--- config.mk ---
export PLATFORM = sky130hd
export DESIGN_NAME = controller
export DESIGN_NICKNAME = d
export VERILOG_FILES = /design/src/rtl/controller_pkg.sv /design/src/rtl/controller.sv
export SDC_FILE = /design/constraint.sdc
export NUM_CORES = 1
export LEC_CHECK = 0
export ABC_AREA = 1
export ABC_CLOCK_PERIOD_IN_PS = 1100
export CAP_MARGIN = 20
export CORE_AREA = 2 2 39 41
export CTS_BUF_LIST = sky130_fd_sc_hd__clkbuf_4 sky130_fd_sc_hd__clkbuf_8 sky130_fd_sc_hd__clkbuf_16
export CTS_CLUSTER_DIAMETER = 100
export CTS_CLUSTER_SIZE = 20
export DETAILED_ROUTE_END_ITERATION = 12
export DIE_AREA = 0 0 41 43
export PLACE_DENSITY = 0.58
export SETUP_SLACK_MARGIN = 0.02
export SLEW_MARGIN = 5
export SYNTH_ARGS = -nofsm -noshare
export SYNTH_HDL_FRONTEND = slang
export SYNTH_SLANG_ARGS = --single-unit
export TNS_END_PERCENT = 30
--- constraint.sdc ---
create_clock -name clk -period 1.1 [get_ports clk]
set_input_delay 0.22 -clock clk [delete_from_list [all_inputs] [get_ports clk]]
set_output_delay 0.22 -clock clk [all_outputs]
set_load 0.01 [all_outputs]
--- src/rtl/controller_pkg.sv ---
// Shared types for the Sobel sequencing controller: state encoding and request bundle.
package controller_pkg;

  localparam int unsigned STATE_W = 3;
  localparam int unsigned REQ_W   = 5;

  typedef enum logic [STATE_W-1:0] {
    IDLE  = 3'd0,
    READ  = 3'd1,
    CALC  = 3'd2,
    WRITE = 3'd3,
    SHIFT = 3'd4,
    MOVE  = 3'd5
  } ctrl_state_t;

  typedef struct packed {
    logic move;
    logic shift;
    logic write;
    logic calc;
    logic read;
  } ctrl_req_t;

endpackage

--- src/rtl/controller.sv ---
// Phase sequencer for the Sobel datapath: read, calc, write, shift, move per window.
// Optional CONTROLLER_FRAME_DONE_EN adds a one-cycle frame_done pulse after the last write.
module controller
  import controller_pkg::*;
(
  input  logic clk,
  input  logic n_rst,
  input  logic start,
  input  logic read_done,
  input  logic calculation_done,
  input  logic write_done,
  input  logic shift_done,
  input  logic move_done,
  input  logic all_done,
  output logic start_read,
  output logic start_calculation,
  output logic start_write,
  output logic start_shift,
  output logic start_move
`ifdef CONTROLLER_FRAME_DONE_EN
  ,
  output logic frame_done
`endif
);

  ctrl_state_t state_q, state_d;
  ctrl_req_t   req_q, req_d;
`ifdef CONTROLLER_FRAME_DONE_EN
  logic        frame_done_q, frame_done_d;
`endif

  // State and request registers; requests are decoded from the next state so they track state_q.
  always_ff @(posedge clk or negedge n_rst) begin
    if (!n_rst) begin
      state_q <= IDLE;
      req_q   <= '0;
`ifdef CONTROLLER_FRAME_DONE_EN
      frame_done_q <= 1'b0;
`endif
    end else begin
      state_q <= state_d;
      req_q   <= req_d;
`ifdef CONTROLLER_FRAME_DONE_EN
      frame_done_q <= frame_done_d;
`endif
    end
  end

  always_comb begin
    state_d = state_q;
    req_d   = '0;
`ifdef CONTROLLER_FRAME_DONE_EN
    frame_done_d = 1'b0;
`endif

    // Each phase only listens to its own done input.
    case (state_q)
      IDLE:  if (start)            state_d = READ;
      READ:  if (read_done)        state_d = CALC;
      CALC:  if (calculation_done) state_d = WRITE;
      WRITE: begin
        if (write_done) begin
          state_d = all_done ? IDLE : SHIFT;
`ifdef CONTROLLER_FRAME_DONE_EN
          frame_done_d = all_done;
`endif
        end
      end
      SHIFT: if (shift_done)       state_d = MOVE;
      MOVE:  if (move_done)        state_d = READ;
      default:                     state_d = IDLE;
    endcase

    case (state_d)
      READ:    req_d.read  = 1'b1;
      CALC:    req_d.calc  = 1'b1;
      WRITE:   req_d.write = 1'b1;
      SHIFT:   req_d.shift = 1'b1;
      MOVE:    req_d.move  = 1'b1;
      default: req_d       = '0;
    endcase
  end

  assign start_read        = req_q.read;
  assign start_calculation = req_q.calc;
  assign start_write       = req_q.write;
  assign start_shift       = req_q.shift;
  assign start_move        = req_q.move;
`ifdef CONTROLLER_FRAME_DONE_EN
  assign frame_done        = frame_done_q;
`endif

endmodule

; Yosys cells after proc, flatten, opt, wreduce, memory -nomap -nowiden
; Cells that the tools add are included.
[totals]
reg_bits = 8
in_bits = 9
out_inout_bits = 5
word_cells = 30
[op_classes]
n_eq_ne = 10
muxes = 13
n_reduce_logical = 1
[op_table]
columns = operator, count
row1 = 2-to-1 mux 3 bit, 7
row2 = one-hot mux 3 bit (6 select lines), 1
row3 = "== test 3 x 2 -> 1 bit, second input constant", 4
row4 = "== test 3 bit, second input constant", 4
row5 = "== test 3 x 1 -> 1 bit, second input constant", 2
row6 = 2-to-1 mux 1 bit, 5
row7 = logical NOT 3 bit, 1

; Logic depth before layout (Yosys ltp)
[logic_depth]
word_depth = 5
depth_mapped = 7
ltp_nobuf = 6

; Worst setup path after synthesis
; OpenSTA, ideal clock, no wires.
[synth_path]
path_type = register -> register
from = reg state_q[0]
to = reg req_q (netlist bit start_calculation)
setup_time_ps = 123
arrival_ps = 948
t_required_ps = 977
setup_slack_ps = 29
stages_incl_launch_ff = 7
path_buffers = 1
period_less_slack_ps = 1071
cell_sequence = dfrtp_1 buf_2 nor2_2 nand3_1 and2_1 nand2_2 nor2_1
[synth_lines]
columns = element, line_no
row1 = from (decl), controller.sv:26  ; ctrl_state_t state_q, state_d;
row2 = from (signal assigned), controller.sv:41  ; state_q <= state_d;
row3 = to (signal assigned), controller.sv:42  ; req_q <= req_d;
row4 = to (decl), controller.sv:27  ; ctrl_req_t req_q, req_d;

==> results.md <==
- Setup crit start kind: flip-flop
- I/O pin cnt: 14
- Worst slew pin tran: ~0.37 ns
- Starting Density: 0.284
- Die ar.: roughly 1800 sq um
- Global-route wire length before repair: around 1.5 mm
- TritonRoute pass-1 iters: 4
- Ys Warns: 0
- Clock sinks: 8
- DR WL/cell: about 11 um
- Setup WS pre-CTS: -0.241 ns
- Antenna Cells: 0
- Initial antenna violation count: 0
- Total power: about 1.4 mW
- Cts hold-fix bufs: 0
- CP Max Fanout: 6
- Setup ws final: -0.00785 ns
- Clk buf depth: 2
- Outcome: finished, violations left
- Largest net degree at the start of global routing: 9
- WP data arrival: around 1.2 ns
- Synthesized cell area: slightly below 400 sq um
- Leakage: between 0.3 and 0.4 nW
- DIE WIDTH: slightly above 40 um
- Total gr overflow: 0
- Global Route Usage Sum: 0.134
- Final number of setup-violating endpoints: 1
- CTS root buf: clkbuf_4
- Final min period: 1.11 ns
- Worst R2R Setup Slack: -0.008 ns
- Failing checks: negative setup slack
- CP Class: flip-flop to flip-flop
- Filler cells: roughly 160
- H-tree depth: 1
- CTS tree: yes
- Total number of vias: between 300 and 400
- Multi-input gate area: 188 sq um
- Clk slew on worst S/H paths: around 0.050 ns
- Fin Setup TNS: -0.00785 ns
- Max-slew headroom: 0.754
- Drt initial violations: 13
- Post-Syn Instances: 49
- Peak VDD IR: between 0.0009 and 0.001 V
- CORE AREA: around 1400 sq um
- Area delta synth->final: 52.5%
- Syn nets: 58
- TritonCTS Buffers: 3
- Commonest non-fill, non-tap cells in the layout: clkdlybuf4s50_1 (7), inv_1 (6)
- Register area: about 200 sq um
- Crit. End Element: flip-flop
- HP Class: primary input to asynchronous set/reset pin
- Max Clk Rate: 903 MHz
- Routed vias/inst: 4.55
- # Max-Cap Violations: 0
- Drt total wl: 882 um
- FF+latch count, synth: 8
- Final Slew Violations: 0
- Most common cell after layout, fill and taps aside: clkdlybuf4s50_1
- Port bufs: 13
- Post-route ant nets: 0
- # rows: 14
- Period utilization: 1.01
- Sequential-to-total area share from yosys stat: 0.510
- RSZ-0062 raised after global routing: true
- Nets@finish: a little under 80
- Die height: 43 um
- Synth cell types: 13
- Hpwl dp: between 600 and 700 um
- Power Dens Cells: 2400 nW/um^2
- Share of cells above drive strength 1: 0.364
- Final hold violations: 0
- CP required: between 1 and 1.5 ns
- # DRC: 0
- Vias in the first global route: between 300 and 400
- Clk_skew: approximately 0.0023 ns
- Insertion delay to the later sink of the worst-skew pair: 0.25 ns
- Syn avg cell area: 8.02 sq um
- Final core utilization: 0.433
- Gpl congestion: roughly 0.74
-- Yosys cell counts (all sizes together) --
| master | number | share of area |
|---|---|---|
| nor2 | 11 | 0.12 |
| dfrtp | 8 | 0.51 |
| inv | 8 | 0.076 |
| nand2 | 7 | 0.080 |
| nand3 | 7 | 0.089 |
| nand4 | 4 | 0.064 |
| a21oi | 1 | 0.013 |
| and2 | 1 | 0.016 |
| buf | 1 | 0.013 |
| or2 | 1 | 0.016 |
-- cell families (layout without fill, tap and decap cells) --
kind of cell / count (synthesis) / count (layout) / share of synthesized area
flops: 8 / 8 / 0.510
compound gates: 1 / 1 / 0.0127
buf+inv: 9 / 26 / 0.0892
simple gates: 31 / 31 / 0.389
-- where the power goes --
part / total (mW) / leakage [nW] / internal (mW) / switching (mW)
sequential: 0.534 / 0.101 / 0.412 / 0.122
combinational: 0.682 / 0.193 / 0.308 / 0.374
clock: 0.223 / 0.0138 / 0.125 / 0.0980
total: 1.44 / 0.308 / 0.845 / 0.594
-- flip-flops by register name, summed over array words and instances, names as in the netlist --
register           cells
state_q                3
start_calculation      1
start_move             1
start_read             1
start_shift            1
start_write            1
-- final timing paths --
path,cells past startpoint,from,end
min in group clk,4,write_done,state_q[1]
max in group asynchronous,1,n_rst,state_q[0]
max reg2reg,5,state_q[0],start_calculation
min reg2reg,4,state_q[2],state_q[2]
max,5,state_q[0],start_calculation
min,1,n_rst,start_shift
-- final cells by class --
cell class | count | area share
clock buffers | 3 | 0.0376
inverters | 8 | 0.0543
multi-input cells | 32 | 0.313
flip-flops and latches | 8 | 0.340
well taps | 16 | 0.0334
repair buffers | 15 | 0.221
-- worst max-delay path, cell delays in order, from the launching register on --
cell	delay, ns
dfrtp_2	0.44
buf_6	0.13
nand4_1	0.12
and2_1	0.17
nand2_2	0.09
nor2_1	0.04
-- repair_timing --
item,4_1_cts,5_1_grt
resized for setup,24,5
pin swaps,6,3
setup buffers,1,0
endpoints found under the setup margin,9,9
-- stage by stage --
stage          hold WS [ns]  area (sq um)  cells
3_3_place_gp          0.519           546     78
4_1_cts               0.257           612     82
3_5_place_dp          0.528           546     78
6_report              0.249           599     82
5_1_grt               0.266           599     82
2_1_floorplan       -0.0756           393     49
-- metal layers --
| metal | global-route usage | up-vias | part of all wire |
|---|---|---|---|
| met5 | 0 | - | 0 |
| met4 | 0.0800 | 0 | 0 |
| met3 | 0.0471 | 0 | 0.037 |
| met2 | 0.184 | 10 | 0.54 |
| met1 | 0.173 | 173 | 0.42 |
| li1 | - | 190 | - |
No activity file was read; power rests on OpenSTA's default activity.
